<file path="config.mk">
export PLATFORM = sky130hd
export DESIGN_NAME = interface_hcsr04
export DESIGN_NICKNAME = d
export VERILOG_FILES = /design/src/rtl/interface_hcsr04.sv
export SDC_FILE = /design/constraint.sdc
export NUM_CORES = 1
export LEC_CHECK = 0
export CAP_MARGIN = 20
export CORE_UTILIZATION = 40
export DETAILED_ROUTE_END_ITERATION = 16
export GPL_TIMING_DRIVEN = 0
export SYNTH_ARGS = -nofsm -noshare
export SYNTH_HDL_FRONTEND = slang
export SYNTH_SLANG_ARGS = --single-unit
</file>
<file path="constraint.sdc">
create_clock -name clock -period 5.2 [get_ports clock]
set_clock_uncertainty 0.1 [all_clocks]
set_input_delay 1.04 -clock clock [delete_from_list [all_inputs] [get_ports clock]]
set_output_delay 1.04 -clock clock [all_outputs]
set_load 0.02 [all_outputs]
</file>
<file path="src/rtl/interface_hcsr04.sv">
// interface_hcsr04 -- HC-SR04 ultrasonic sensor front end.
//
// Drives the sensor trigger pulse, times the echo pulse and converts the
// echo width to whole centimetres as 3-digit BCD, rounded to the nearest cm.
//
// Ports
//   clock     in   system clock, rising edge
//   reset     in   asynchronous, active-low reset
//   medir     in   measurement request (level; starts on its rising edge)
//   echo      in   raw sensor echo, asynchronous to clock
//   trigger   out  sensor trigger pulse, CICLOS_TRIGGER cycles wide
//   medida    out  distance {hundreds,tens,units} BCD cm, registered
//   pronto    out  one-cycle pulse when a measurement finishes
//   erro      out  last measurement timed out; cleared when the next starts
//   db_estado out  current FSM state code (debug)
module interface_hcsr04 #(
    parameter int CICLOS_TRIGGER = 500,
    parameter int CICLOS_POR_CM  = 2941,
    parameter int CICLOS_TIMEOUT = 1_250_000
) (
    input  logic        clock,
    input  logic        reset,
    input  logic        medir,
    input  logic        echo,
    output logic        trigger,
    output logic [11:0] medida,
    output logic        pronto,
    output logic        erro,
    output logic [3:0]  db_estado
);

    localparam int CNT_MAX = (CICLOS_TIMEOUT > CICLOS_TRIGGER) ? CICLOS_TIMEOUT : CICLOS_TRIGGER;
    localparam int CNT_W   = $clog2(CNT_MAX + 1);
    localparam int SUB_W   = $clog2(CICLOS_POR_CM + 1);

    typedef enum logic [3:0] {
        INICIAL       = 4'd0,
        PREPARA       = 4'd1,
        ENVIA_TRIGGER = 4'd2,
        ESPERA_ECHO   = 4'd3,
        MEDE          = 4'd4,
        ARMAZENA      = 4'd5,
        FINAL         = 4'd6
    } estado_t;

    estado_t            estado, prox;
    logic               echo_m, echo_s;
    logic               medir_r, medir_q;
    logic               start;
    logic               fim_tmo;
    logic [CNT_W-1:0]   cont;
    logic [SUB_W-1:0]   sub;
    logic [11:0]        cm;

    // BCD increment of a 3-digit value, saturating at 999.
    function automatic logic [11:0] bcd_inc(input logic [11:0] v);
        logic [3:0] c, d, u;
        c = v[11:8];
        d = v[7:4];
        u = v[3:0];
        if (v == 12'h999) return v;
        if (u != 4'd9) begin
            u = u + 4'd1;
        end else begin
            u = 4'd0;
            if (d != 4'd9) begin
                d = d + 4'd1;
            end else begin
                d = 4'd0;
                c = c + 4'd1;
            end
        end
        return {c, d, u};
    endfunction

    // echo is fully asynchronous: two-flop synchroniser. medir only needs
    // an edge detector, so it is registered once plus one delay stage.
    always_ff @(posedge clock or negedge reset) begin
        if (!reset) begin
            echo_m  <= 1'b0;
            echo_s  <= 1'b0;
            medir_r <= 1'b0;
            medir_q <= 1'b0;
        end else begin
            echo_m  <= echo;
            echo_s  <= echo_m;
            medir_r <= medir;
            medir_q <= medir_r;
        end
    end

    assign start = medir_r & ~medir_q;

    always_ff @(posedge clock or negedge reset) begin
        if (!reset) estado <= INICIAL;
        else        estado <= prox;
    end

    // Echo takes priority over the timeout in both waiting states, so a
    // pulse that ends exactly on the last allowed cycle is still stored.
    always_comb begin
        prox    = estado;
        fim_tmo = 1'b0;
        case (estado)
            INICIAL:       if (start) prox = PREPARA;
            PREPARA:       prox = ENVIA_TRIGGER;
            ENVIA_TRIGGER: if (cont == CNT_W'(CICLOS_TRIGGER - 1)) prox = ESPERA_ECHO;
            ESPERA_ECHO: begin
                if (echo_s) begin
                    prox = MEDE;
                end else if (cont == CNT_W'(CICLOS_TIMEOUT - 1)) begin
                    prox    = FINAL;
                    fim_tmo = 1'b1;
                end
            end
            MEDE: begin
                if (!echo_s) begin
                    prox = ARMAZENA;
                end else if (cont == CNT_W'(CICLOS_TIMEOUT - 1)) begin
                    prox    = FINAL;
                    fim_tmo = 1'b1;
                end
            end
            ARMAZENA:      prox = FINAL;
            FINAL:         prox = INICIAL;
            default:       prox = INICIAL;
        endcase
    end

    // One counter serves trigger width and both timeouts; it restarts on
    // every state change so each timed state starts counting from zero.
    always_ff @(posedge clock or negedge reset) begin
        if (!reset) begin
            cont <= '0;
        end else if (prox != estado) begin
            cont <= '0;
        end else if (estado inside {ENVIA_TRIGGER, ESPERA_ECHO, MEDE}) begin
            cont <= cont + 1'b1;
        end
    end

    // Echo width datapath: sub counts cycles within the current cm, cm is
    // the BCD count of whole centimetres. medida is written only in
    // ARMAZENA, so it is stable while pronto is high and untouched on timeout.
    always_ff @(posedge clock or negedge reset) begin
        if (!reset) begin
            sub    <= '0;
            cm     <= '0;
            medida <= '0;
            erro   <= 1'b0;
        end else begin
            case (estado)
                PREPARA: begin
                    sub  <= '0;
                    cm   <= '0;
                    erro <= 1'b0;
                end
                MEDE: begin
                    if (echo_s) begin
                        if (sub == SUB_W'(CICLOS_POR_CM - 1)) begin
                            sub <= '0;
                            cm  <= bcd_inc(cm);
                        end else begin
                            sub <= sub + 1'b1;
                        end
                    end
                end
                ARMAZENA: medida <= (sub < SUB_W'(CICLOS_POR_CM / 2)) ? cm : bcd_inc(cm);
                default: ;
            endcase
            if (fim_tmo) erro <= 1'b1;
        end
    end

    assign trigger   = (estado == ENVIA_TRIGGER);
    assign pronto    = (estado == FINAL);
    assign db_estado = estado;

endmodule

</file>
# Word level (Yosys, flattened, before mapping)
# Index checks and enable logic that the tools add are counted.
[word_totals]
elab_cells = 74
register_bits = 66
output_inout_bits = 19
input_bits = 4
[classes]
reduce_logical = 7
eq_ne = 15
n_mux = 34
bitwise = 2
order_cmp = 1
add_sub_neg = 5
[ops]
columns = ["cell", "count"]
rows = [
  ["$mux W12", 8],
  ["$pmux W12 S2", 2],
  ["$mux W21", 2],
  ["$mux W4", 10],
  ["$eq A12 B12 Y1 const B", 2],
  ["$pmux W4 S6", 1],
  ["$add A21 B1 Y21 const B", 1],
  ["$eq A21 B21 Y1 const B", 1],
  ["$eq A21 B9 Y1 const B", 1],
  ["$add A12 B1 Y12 const B", 1],
  ["$add A4 B1 Y4 const B", 3],
  ["$eq A4 B3 Y1 const B", 3],
  ["$lt A12 B11 Y1 const B", 1],
  ["$mux W1", 10],
  ["$eq A4 B2 Y1 const B", 2],
  ["$ne A4 B4 Y1 const B", 2],
  ["$reduce_bool A2 Y1", 3],
  ["$eq A4 B1 Y1 const B", 1],
  ["$logic_not A4 Y1", 1],
  ["$ne A4 B4 Y1", 1],
  ["$reduce_and A3 Y1", 1],
  ["$reduce_bool A3 Y1", 1],
  ["$ne A2 B1 Y1 const B", 1],
  ["$ne A2 B2 Y1 const B", 1],
  ["4 further kinds", 4],
]

# Longest topological paths before layout
[depth]
word_depth = 9
mapped_depth = 8
mapped_depth_nobuf = 7

# Worst setup path after synthesis
# No wires, ideal clock.
[synth_timing]
path_type = "flip-flop to output port"
start = "reg estado[1] (netlist: db_estado[1])"
end = "out pronto"
t_arrival_ns = 1.553
slack_ns = 2.507
stages_incl_launch_ff = 4
n_path_buf = 1
required_ns = 4.060
path_cell_list = "dfrtp_1 -> buf_2 -> inv_1 -> nor4_1"
[synth_via]
elab_chain_cells = 1
[synth_rtl]
columns = ["item", "line_no", "source"]
rows = [
  ["start: declaration", "46", "estado_t estado, prox;"],
  ["start signal: assignment", "96", "else estado <= prox;"],
  ["$eq A4 B3 Y1", "176", "assign pronto = (estado == FINAL);"],
  ["end: declaration", "27", "output logic pronto,"],
]
# No other way between the ends.

# Worst setup path in the final report
[layout_timing]
start = "reg estado[0] (netlist: db_estado[0])"
end = "out trigger"
[layout_via]
elab_chain_cells = 1
[layout_rtl]
columns = ["item", "line_no", "source"]
rows = [
  ["$eq A4 B2 Y1", "175", "assign trigger = (estado == ENVIA_TRIGGER);"],
  ["end: declaration", "25", "output logic trigger,"],
]
# No other way between the ends.

==> results.md <==
* Run status: complete, no violations
* Startpoint-to-endpoint class of the critical path: register to output pin
* Drt first-iter violations at around 140
* Number of nets in the synthesized netlist at 419
* Slew of the pin with the lowest slew margin at 0.941 ns
* Unrepaired setup endpoints after global routing: false
* Share of final-layout standard cells stronger than drive strength 1 at between 8 and 9%
* Number of buffers added for setup after CTS at 0
* Net switching power at approximately 240 uW
* Total routing usage reported by global routing at a little under a fifth
* Clock Power Share at between 40% and 50%
* Cell with the largest stage delay on the worst path: clkdlybuf4s50_1
* Number of routed nets with antenna violations at 0
* First-pass GRT wire length at between 10 and 15 mm
* Count of hold buffers inserted by post-cts repair at 0
* Net count reported at finish at 452
* Layout overhead on the synthesized area at 14.6%
* Number of buffers inserted during clock tree synthesis at 9
* Floorplan die height at between 90 and 100 microns
* H-tree depth at 3
* Leakage power summed over all cells at 0.00168 uW
* Slew HR at between 30 and 40%
* Critical Path End Type: output pin
* Count of warnings emitted by yosys at 0
* Average routed wire per standard cell at 15.2 microns
* TritonCTS clock tree: done
* Clock transition at path regs at approximately 0.07 ns
* Final total power at 987 uW
* Max VDD drop at 0.141 mV
* Worst path required time at 4.06 ns
* Clock Sink Count at 66
* Cell class contributing the biggest share of worst-path delay: buffers and inverters
* Area inside the core boundary at just under 0.009 sq mm
* Post-layout min period at 3.35 ns
* Standard-cell row count at 34
* Average footprint of a synthesized cell at a little over 9 sq um
* Sequential share of power at a little over half
* DRT Pass-1 Iters at 5
* Largest net degree at the start of global routing at between 60 and 70
* Max Fanout on Critical Path at 10
* Post-synthesis async set-or-reset flop share at 100%
* Effective utilization at floorplan at 42.0%
* Type of the worst min-delay path: register to register
* Antenna violations before repair at 0
* Maximum clock frequency at 299 MHz
* Final cell count without fillers at ~560
* Total of endpoints with negative setup slack in the final report at 0
* Number of enable flip-flop cells after synthesis at 0
* Critical path launch point type: register
* Wire length reported by the detailed router at roughly 8.4 mm
* Placed cell areas at 0.00409 sq mm
* Sequential share of the synthesized area at between 40% and 50%
* Number of port buffers at 22
* Gpl congestion at between 0.8 and 0.9
* Comb power frac at 4.8%
* Area of all placed cells without fillers at roughly 0.0043 sq mm
* Netlist area before placement at about 0.0037 sq mm
* Number of antenna cells inserted at 0
* Final Hold Violating Endpoints at 0
* Fraction of power spent switching nets at about a quarter
* Highest cell delay on the worst timing path at 0.71 ns
* Clock latency on the worst-skew pair at between 0.3 and 0.4 ns
* Die Outline Area at a little under 0.01 sq mm
* Detailed-placement wirelength estimate at between 5 and 6 mm
* CTS Root Cell: clkbuf_8
* Final cycle utilization of the critical path at 64.4%
* I/O pins at 23
* Instance count of the mapped netlist at between 400 and 500
* Worst-path cell chain: buf_2, nor4b_1, clkdlybuf4s50_1
* Number of global-route vias before repair at 3020
* Summed negative setup slack over all endpoints at 0 ns
* Via count at ~3.1k
* Final Max Tran Viols at 0
* Internal power component at about 750 uW
* Highest-count cells in the layout ignoring fill and taps: 66 x dfrtp_1, 39 x nand2_1, 30 x nor3_1
* Critical path buffer and inverter count at 2
* Max-capacitance violation count at 0
* Worst Path Arrival at around 2.2 ns
* Chip width at slightly below 100 microns
* Predominant post-synthesis flop cell: dfrtp_1
* Bufs on Longest Clock Path at 2
* Average vias per placed instance at 5.62
* Resized cells post-CTS at 0
* Placed cell count at 540
* Distinct cells, synth at 57
* GR Overflow Total at 0
* Residual DRC at 0
* Most common library cell in the layout ignoring fill and taps: dfrtp_1
* Power density of the placed cells at between 200 and 250 mW/mm^2
* Register bit count reported by yosys at 66
==> registers in the layout, indices dropped and copies added, names as in the netlist, 4 cells and up <==
signal	cells
cont	21
cm	12
medida	12
sub	12
db_estado	4
==> cell families after synthesis <==
logic type | after synthesis | share of synthesized area, %
compound gates | 84 | 14.4
mux | 6 | 1.61
simple gates | 182 | 27.0
buf+inv | 39 | 4.53
flops | 66 | 44.3
fa+ha+maj | 5 | 1.68
xor+xnor | 27 | 6.34
other cells | 1 | 0.101
==> area by class of cell <==
class,instances,area [sq um]
plain buffers,23,109
fillers,879,4620
multi-input cells,305,1920
flip-flops and latches,66,1650
repair buffers,22,218
well taps,108,135
clock inverters,6,57.6
inverters,16,60.1
clock buffers,10,128
==> synthesized netlist by cell type (9+ instances only) <==
master,n,area (sq um)
o21ai_0,27,135
a21oi_1,20,100
nand2_1,39,146
nor2_1,27,101
buf_2,9,45.0
xnor2_1,21,184
dfrtp_1,66,1650
nand4_1,9,56.3
inv_1,16,60.1
clkbuf_1,12,45.0
nor4_1,9,56.3
nor3_1,30,150
nand3_1,19,95.1
==> per-stage QoR <==
stage	worst slack [ns]	utilization [%]	hold WS [ns]
2_1_floorplan	2.51	-	0.231
3_3_place_gp	0.714	45.9	0.236
3_5_place_dp	2.19	46.0	0.240
4_1_cts	1.80	48.1	0.256
5_1_grt	1.68	48.1	0.265
6_report	1.85	48.1	0.252
==> power by group through the flow <==
stage,Clock (uW),Combinational [uW],Sequential (uW)
floorplan,0,22.7,531
global placement,0,47.6,529
detailed placement,0,48.2,529
CTS,438,48.2,519
global route,459,53.2,519
finish,421,46.9,519
==> worst paths after layout <==
check	from	to	slack, ns	depth (start not counted)
setup / recovery	db_estado[0]	trigger	1.85	3
hold / removal	echo_m	echo_s	0.25	0
setup reg to reg	db_estado[0]	cont[3]	2.64	7
hold reg to reg	echo_m	echo_s	0.25	0
max in group asynchronous	reset	medida[7]	3.74	1
min in group asynchronous	reset	sub[6]	0.70	1
==> layer usage <==
layer	track usage [%]	share of wire, %	up-vias
met5	0	0	-
li1	-	-	1559
met3	5.04	2.7	9
met4	4.82	1.1	0
met1	24.3	48	1515
met2	31.1	48	40
No activity file was read; power rests on OpenSTA's default activity.
